`config.mk`:
```
export PLATFORM = sky130hd
export DESIGN_NAME = nibble_serial_adder_flat
export DESIGN_NICKNAME = d
export VERILOG_FILES = /design/src/rtl/nibble_serial_adder_if.sv /design/src/rtl/nibble_serial_adder.sv /design/src/flat_wrapper.sv
export SDC_FILE = /design/constraint.sdc
export NUM_CORES = 1
export LEC_CHECK = 0
export CORE_MARGIN = 10
export CORE_UTILIZATION = 35
export CTS_CLUSTER_DIAMETER = 50
export DETAILED_ROUTE_END_ITERATION = 10
export GPL_ROUTABILITY_DRIVEN = 0
export SYNTH_ARGS = -nofsm -noshare
export SYNTH_HDL_FRONTEND = slang
export SYNTH_SLANG_ARGS = --single-unit
```
`constraint.sdc`:
```
create_clock -name clk -period 3.1 [get_ports clk]
set_input_delay 0.93 -clock clk [delete_from_list [all_inputs] [get_ports clk]]
set_output_delay 0.93 -clock clk [all_outputs]
set_load 0.03 [all_outputs]
```
`src/rtl/nibble_serial_adder_if.sv`:
```
// rtl/nibble_serial_adder_if.sv - operand/result handshake bundle for nibble_serial_adder
interface nibble_serial_adder_if #(
  parameter int WIDTH = 8,
  parameter int NIB_W = 4
);
  localparam int NUM_NIB = WIDTH / NIB_W;
  localparam int SEL_W   = (NUM_NIB > 1) ? $clog2(NUM_NIB) : 1;

  logic             in_valid;
  logic             in_ready;
  logic [WIDTH-1:0] a;
  logic [WIDTH-1:0] b;
  logic [1:0]       op;
  logic [SEL_W-1:0] sel;
  logic [WIDTH:0]   q;
  logic             out_valid;
  logic             out_ready;
  logic             busy;

  modport master (
    output in_valid, a, b, op, sel, out_ready,
    input  in_ready, q, out_valid, busy
  );

  modport slave (
    input  in_valid, a, b, op, sel, out_ready,
    output in_ready, q, out_valid, busy
  );
endinterface

```
`src/rtl/nibble_serial_adder.sv`:
```
// rtl/nibble_serial_adder.sv - serial add/subtract, one nibble per clock, with single-nibble add mode
module nibble_serial_adder #(
  parameter int WIDTH = 8,
  parameter int NIB_W = 4
) (
  input logic                 clk,
  input logic                 rst_n,
  nibble_serial_adder_if.slave bus
);
  localparam int NUM_NIB = WIDTH / NIB_W;
  localparam int SEL_W   = (NUM_NIB > 1) ? $clog2(NUM_NIB) : 1;
  localparam logic [SEL_W-1:0] LAST = SEL_W'(NUM_NIB - 1);

  typedef enum logic [1:0] {IDLE, RUN, DONE} state_t;

  state_t           state, state_nxt;
  logic [WIDTH-1:0] a_r, b_r;
  logic [1:0]       op_r;
  logic [SEL_W-1:0] sel_r, cnt, idx;
  logic             carry, out_valid_r;
  logic [WIDTH:0]   q_r;
  logic             single, inv, last;
  logic [NIB_W-1:0] a_nib, b_nib;
  logic [NIB_W:0]   sum;

  assign single = (op_r == 2'b10);
  assign inv    = (op_r == 2'b01);
  assign last   = (cnt == LAST);

  // Single-nibble mode falls back to nibble 0 for an out-of-range index.
  always_comb begin
    idx = cnt;
    if (single) idx = (32'(sel_r) < NUM_NIB) ? sel_r : '0;
    a_nib = '0;
    b_nib = '0;
    for (int i = 0; i < NUM_NIB; i++) begin
      if (idx == SEL_W'(i)) begin
        a_nib = a_r[i*NIB_W +: NIB_W];
        b_nib = b_r[i*NIB_W +: NIB_W];
      end
    end
    if (single)
      sum = {1'b0, a_nib} + {1'b0, b_nib};
    else
      sum = {1'b0, a_nib} + {1'b0, b_nib ^ {NIB_W{inv}}} + {{NIB_W{1'b0}}, carry};
  end

  always_ff @(posedge clk or negedge rst_n) begin
    if (!rst_n) state <= IDLE;
    else        state <= state_nxt;
  end

  always_comb begin
    state_nxt    = state;
    bus.in_ready = 1'b0;
    bus.busy     = 1'b1;
    case (state)
      IDLE: begin
        bus.in_ready = 1'b1;
        bus.busy     = 1'b0;
        if (bus.in_valid) state_nxt = RUN;
      end
      RUN:  if (single || last) state_nxt = DONE;
      DONE: if (out_valid_r && bus.out_ready) state_nxt = IDLE;
      default: state_nxt = IDLE;
    endcase
  end

  // out_valid is registered, so it rises one edge after DONE is entered.
  always_ff @(posedge clk or negedge rst_n) begin
    if (!rst_n) begin
      a_r         <= '0;
      b_r         <= '0;
      op_r        <= '0;
      sel_r       <= '0;
      cnt         <= '0;
      carry       <= 1'b0;
      q_r         <= '0;
      out_valid_r <= 1'b0;
    end else begin
      case (state)
        IDLE: if (bus.in_valid) begin
          a_r   <= bus.a;
          b_r   <= bus.b;
          op_r  <= bus.op;
          sel_r <= bus.sel;
          q_r   <= '0;
          cnt   <= '0;
          carry <= (bus.op == 2'b01);
        end
        RUN: begin
          if (single) begin
            q_r <= (WIDTH+1)'(sum);
          end else begin
            for (int i = 0; i < NUM_NIB; i++)
              if (cnt == SEL_W'(i)) q_r[i*NIB_W +: NIB_W] <= sum[NIB_W-1:0];
            carry <= sum[NIB_W];
            cnt   <= cnt + 1'b1;
            if (last) q_r[WIDTH] <= sum[NIB_W];
          end
        end
        DONE: begin
          if (!out_valid_r)        out_valid_r <= 1'b1;
          else if (bus.out_ready)  out_valid_r <= 1'b0;
        end
        default: ;
      endcase
    end
  end

  assign bus.q         = q_r;
  assign bus.out_valid = out_valid_r;
endmodule

```
`src/flat_wrapper.sv`:
```
// flat-port wrapper written by rule: the top's interface ports become plain ports
module nibble_serial_adder_flat 
#(
  parameter int WIDTH = 8,
  parameter int NIB_W = 4
)
  (clk, rst_n, bus_in_valid, bus_a, bus_b, bus_op, bus_sel, bus_out_ready, bus_in_ready, bus_q, bus_out_valid, bus_busy);
  nibble_serial_adder_if #(.WIDTH(WIDTH), .NIB_W(NIB_W)) bus_i ();
  input logic clk;
  input logic rst_n;
  input wire logic [$bits(bus_i.in_valid)-1:0] bus_in_valid;
  input wire logic [$bits(bus_i.a)-1:0] bus_a;
  input wire logic [$bits(bus_i.b)-1:0] bus_b;
  input wire logic [$bits(bus_i.op)-1:0] bus_op;
  input wire logic [$bits(bus_i.sel)-1:0] bus_sel;
  input wire logic [$bits(bus_i.out_ready)-1:0] bus_out_ready;
  output wire logic [$bits(bus_i.in_ready)-1:0] bus_in_ready;
  output wire logic [$bits(bus_i.q)-1:0] bus_q;
  output wire logic [$bits(bus_i.out_valid)-1:0] bus_out_valid;
  output wire logic [$bits(bus_i.busy)-1:0] bus_busy;
  assign bus_i.in_valid = bus_in_valid;
  assign bus_i.a = bus_a;
  assign bus_i.b = bus_b;
  assign bus_i.op = bus_op;
  assign bus_i.sel = bus_sel;
  assign bus_i.out_ready = bus_out_ready;
  assign bus_in_ready = bus_i.in_ready;
  assign bus_q = bus_i.q;
  assign bus_out_valid = bus_i.out_valid;
  assign bus_busy = bus_i.busy;
  nibble_serial_adder #(.WIDTH(WIDTH), .NIB_W(NIB_W)) u_core (.clk(clk), .rst_n(rst_n), .bus(bus_i));
endmodule
```
**Word level (Yosys, flattened, before mapping)**

Cells that the tools add are included.

- Register bits: 33
- Logic and storage cells: 59

- Bitwise operators: 1
- Multiplexer cells: 24
- Equal/unequal tests: 11
- Reduce and logical (&&, ||, !) cells: 9
- Add/sub/neg operators: 4

Operator list:

| cell | number |
|---|---|
| 2-to-1 mux 9 bit | 2 |
| case mux 9 bit (2 select lines) | 1 |
| 2-to-1 mux 4 bit | 4 |
| AND reduction 3 bit | 4 |
| adder 4 x 4 -> 5 bit | 2 |
| 2-to-1 mux 1 bit | 10 |
| == test 2 x 1 -> 1 bit (second input constant) | 3 |
| 2-to-1 mux 2 bit | 3 |
| case mux 2 bit (3 select lines) | 1 |
| adder 5 x 1 -> 5 bit | 1 |
| 2-to-1 mux 5 bit | 1 |
| == test 2 bit (second input constant) | 2 |
| != test 2 x 1 -> 1 bit (second input constant) | 2 |
| != test 2 bit (second input constant) | 2 |
| case mux 1 bit (2 select lines) | 2 |
| XOR 4 bit | 1 |
| != test 3 x 1 -> 1 bit (second input constant) | 1 |
| != test 3 bit (second input constant) | 1 |
| logical NOT 2 bit | 1 |
| AND reduction 2 bit | 1 |
| nonzero test 2 bit | 1 |
| adder 1 bit (second input constant) | 1 |
| logical AND 1 bit | 1 |
| logical OR 1 bit | 1 |

**Longest topological paths before layout**

- Depth after elaboration: 10
- Mapped depth: 9

**Least setup slack after synthesis**

OpenSTA, ideal clock, no wires.

- Path kind: flip-flop to flip-flop
- Start point: reg u_core.op_r[0]
- End point: reg u_core.q_r[8], in the netlist u_core.bus.q[8]
- Stages on the path, launching flop included: 10
- Slack: 276 ps
- Path buffers: 0
- Setup time: 128 ps
- Arrival time: 2696 ps
- Required time: 2972 ps
- Path through: dfrtp_1 nor2b_4 mux2i_4 mux2_4 xor2_1 fa_1 fa_1 a21o_1 a21oi_1 o21ai_0

- Cells in the longest elaborated chain, start to end: 10

Ends and longest elaborated chain:

| element | line | source |
|---|---|---|
| from (decl) | nibble_serial_adder.sv:18 | `logic [1:0] op_r;` |
| from (signal assigned) | nibble_serial_adder.sv:85 | `op_r <= bus.op;` |
| == test 2 bit | nibble_serial_adder.sv:26 | `assign single = (op_r == 2'b10);` |
| 2-to-1 mux 1 bit | nibble_serial_adder.sv:33 | `if (single) idx = (32'(sel_r) < NUM_NIB) ? sel_r : '0;` |
| 2-to-1 mux 4 bit | nibble_serial_adder.sv:37 | `if (idx == SEL_W'(i)) begin` |
| XOR 4 bit | nibble_serial_adder.sv:45 | `sum = {1'b0, a_nib} + {1'b0, b_nib ^ {NIB_W{inv}}} + {{NIB_W{1'b0}}, carry};` |
| adder 4 x 4 -> 5 bit | nibble_serial_adder.sv:45 |  |
| adder 5 x 1 -> 5 bit | nibble_serial_adder.sv:45 |  |
| 2-to-1 mux 5 bit | nibble_serial_adder.sv:42 | `if (single)` |
| 2-to-1 mux 1 bit | nibble_serial_adder.sv:99 | `if (last) q_r[WIDTH] <= sum[NIB_W];` |
| 2-to-1 mux 9 bit | nibble_serial_adder.sv:92 | `if (single) begin` |
| case mux 9 bit (2 select lines) | nibble_serial_adder.sv:81 | `case (state)` |
| to (signal assigned) | nibble_serial_adder.sv:93 | `q_r <= (WIDTH+1)'(sum);` |
| to (signal, indexed assignment) | nibble_serial_adder.sv:96 | `if (cnt == SEL_W'(i)) q_r[i*NIB_W +: NIB_W] <= sum[NIB_W-1:0];` |
| to (signal, indexed assignment) | nibble_serial_adder.sv:99 |  |
| to (decl) | nibble_serial_adder.sv:21 | `logic [WIDTH:0] q_r;` |

Several ways; a longest one is shown, not always the timed one. The select of a mux whose other input is x is not followed.
A chain may end at the register's enable or synchronous reset.

**Worst setup path in the final report**

Same ends and word-level chain as after synthesis.

==> impl_results.md <==
* Outcome: finished clean
* Worst r2r dst: u_core.bus.q[8]
* Vias at 1333
* Shortest period the worst path allows at 2.83 ns
* Die Y at 91.4 microns
* Layout overhead on the synthesized area at 27.9%
* CTS Buf Count at 5
* Routed WL per cell at 12.8 microns
* Worst clock skew at 0.00311 ns
* Top cells by area, synth: dfrtp_1 (46%), nand2_1 (15%), ha_1 (4.9%)
* Clock Path Buffers at 2
* Pre-antenna DRT Iters at 4
* Io pins at 35
* Pwr Density at 1230 nW/um^2
* Final setup fails at 0
* Combinational share of power at 62.0%
* Iteration-0 DRC count of the detailed router at 56
* Peak VDD IR at 0.492 mV
* CP endpoint kind: register
* Share of the synthesized area in the top cell type at 46.3%
* Syn Inst Count at 188
* Share of layout cells above drive strength 1 at 11.1%
* Leading area contributor after synthesis: dfrtp_1
* WL final at 3.73 mm
* CP required at 3.26 ns
* Clock power share at 11.1%
* Sink Count at 33
* Worst R2R Start: u_core.op_r[0]
* CP Max Fanout at 5
* CTS tree: built
* # port buffers at 34
* Vias in the first global route at 1427
* Cts repair resizes at 0
* Max-Cap Viols at 0
* Rows at 25
* Unrepaired setup endpoints after global routing: no
* Worst skew pair latency at 0.28 ns
* Post-CTS Hold Buffers at 0
* Hold path cells at 2
* Max Fclk at 353 MHz
* # H-tree levels at 2
* Tightest Hold Check Type: register to register
* Synth async-reset ratio at 100%
* Post-DP HPWL at 2.89 mm
* Core area at 4850 sq um
* Avg Cell Area, Syn at 9.50 sq um
* WP data arrival at 2.99 ns
* Antenna-violating nets left at 0
* Prevailing post-synth register cell: dfrtp_1
* Rel. slew slack at 51.9%
* Post-synthesis sequential area ratio at 46.3%
* Via density per instance at 4.57
* Final Hold Vio Count at 0
* Flop pwr share at 26.8%
* Die area at 8360 sq um
* YS warnings at 0
* Antenna violations before repair at 0
* Reg clk slew, reported paths at 0.07 ns
* Total Power at 0.00280 W
* Yosys cell types at 35
* FF-to-FF path depth at 9
* Net Sw Power at 0.00124 W
* Die width at 91.4 microns
* Global-route wire length before repair at 6.67 mm
* Final worst-path cycle share at 91.4%
* Sw frac at 44.3%
* Syn nets at 221
* Setup TNS after final layout at 0 ns
* Gr ovfl total at 0
* Total Routing Usage GR at 9.59%
* Initial Util at 36.8%
* # nets final at 257
* Internal Dissipation at 0.00156 W
* Tightest Pin Transition at 0.720 ns
* # DRC at 0
* CP Class: register to register
* Leakage power at 1.12 nW
* Post-CTS setup repair buffer count at 0
* Hold path start: u_core.a_r[2]
* Hold Crit Endpoint: u_core.a_r[2]
* ANT cells at 0
* Slew Limit Fails at 0
* Root Driver: clkbuf_8
* R2R setup slack at 0.27 ns
* Post-Synthesis Cell Area at 1790 sq um
* Number of flops mapped to enable cells by yosys at 0
* #FFs+latches synth at 33
* Largest net degree at the start of global routing at 34
* CP Launch Type: register
-- power groups by stage --
| stage | sequential (W) | combinational, W | clock [W] |
|---|---|---|---|
| floorplan | 0.000800 | 0.00125 | 0 |
| global placement | 0.000763 | 0.00172 | 0 |
| detailed placement | 0.000763 | 0.00175 | 0 |
| CTS | 0.000755 | 0.00176 | 0.000320 |
| global route | 0.000782 | 0.00200 | 0.000338 |
| finish | 0.000752 | 0.00174 | 0.000311 |
-- sequential cells by signal, summed over array words and instances, names as in the netlist --
name	count
u_core.bus.q	9
u_core.b_r	8
u_core.bus.out_valid	1
u_core.sel_r	1
u_core.cnt	1
u_core.carry	1
u_core.state	2
u_core.a_r	8
u_core.op_r	2
-- logic make-up (layout without fill, tap and decap cells) --
logic type | after synthesis | after routing | synth area share (%)
AOI/OAI and AO/OA | 29 | 29 | 10.6
xor gates and xnor gates | 7 | 7 | 3.43
adders and majority gates | 10 | 10 | 8.27
buffers and inverters | 11 | 48 | 2.59
DFF | 33 | 33 | 46.3
muxes | 11 | 11 | 8.27
and+or+nand+nor | 87 | 87 | 20.6
-- area by class of cell --
type / count / area, sq um
timing repair buffer: 37 / 363
sequential: 33 / 826
fill: 486 / 2560
clock inverter: 3 / 17.5
inverter: 3 / 11.3
multi-input combinational: 144 / 913
clock buffer: 5 / 68.8
tap: 67 / 83.8
-- metrics by stage --
| step | hold slack, ns | cell area (sq um) | setup slack, ns | utilization, % | instances |
|---|---|---|---|---|---|
| 6_report | 0.470 | 2280 | 0.267 | 47.1 | 292 |
| 5_1_grt | 0.488 | 2280 | 0.0629 | 47.1 | 292 |
| 3_5_place_dp | 0.458 | 2200 | 0.245 | 45.3 | 284 |
| 3_3_place_gp | 0.457 | 2200 | 0.323 | 45.3 | 284 |
| 2_1_floorplan | 0.440 | 1790 | 0.276 | - | 188 |
| 4_1_cts | 0.476 | 2280 | 0.234 | 47.1 | 292 |
-- Yosys cell counts, types with 4 or more instances --
cell,number
ha_1,7
clkbuf_1,4
nand2_1,71
mux2_4,4
dfrtp_1,33
mux2_2,4
a21o_1,4
a21oi_1,4
nand3_1,5
o21ai_0,10
xor2_1,6
buf_2,4
-- critical path, cell delays in order (launching register included) --
cell     delay (ns)
dfrtp_1        0.42
nor2b_4        0.20
mux2i_4        0.28
mux2_4         0.33
xor2_1         0.17
fa_1           0.42
fa_1           0.41
a21o_1         0.19
a21oi_1        0.18
o21ai_0        0.11
-- cells in the final DEF, fill, tap and decap left out, types with 2 or more instances in the layout --
cell,netlist,layout
nor2_1,2,2
clkbuf_8,0,5
nand3_1,5,5
o21ai_0,10,10
o31ai_1,3,3
a21o_1,4,4
a31o_2,2,2
a21oi_1,4,4
inv_1,3,3
mux2_2,4,4
fa_1,3,3
buf_4,0,3
ha_1,7,7
mux2_4,4,4
clkdlybuf4s50_1,0,34
xor2_1,6,6
clkinv_2,0,2
mux2i_1,2,2
nand2_1,71,71
dfrtp_1,33,33
-- layer usage --
metal  GRT usage, %  part of all wire [%]
met1           12.0                    50
met2           14.8                    42
met3           4.12                   7.3
met4           2.35                  0.70
met5              0                     0
-- how the worst max path moves through the flow --
stage | startpoint | endpoint | slack (ns) | depth (start not counted)
global placement | u_core.op_r[0] | u_core.bus.q[8] | 0.32 | 9
detailed placement | u_core.op_r[0] | u_core.carry | 0.24 | 9
CTS | u_core.op_r[0] | u_core.carry | 0.23 | 9
floorplan | u_core.op_r[0] | u_core.bus.q[8] | 0.28 | 9
global route | u_core.op_r[0] | u_core.bus.q[2] | 0.06 | 9
finish | u_core.op_r[0] | u_core.bus.q[8] | 0.27 | 9
No activity file was read; power rests on OpenSTA's default activity.
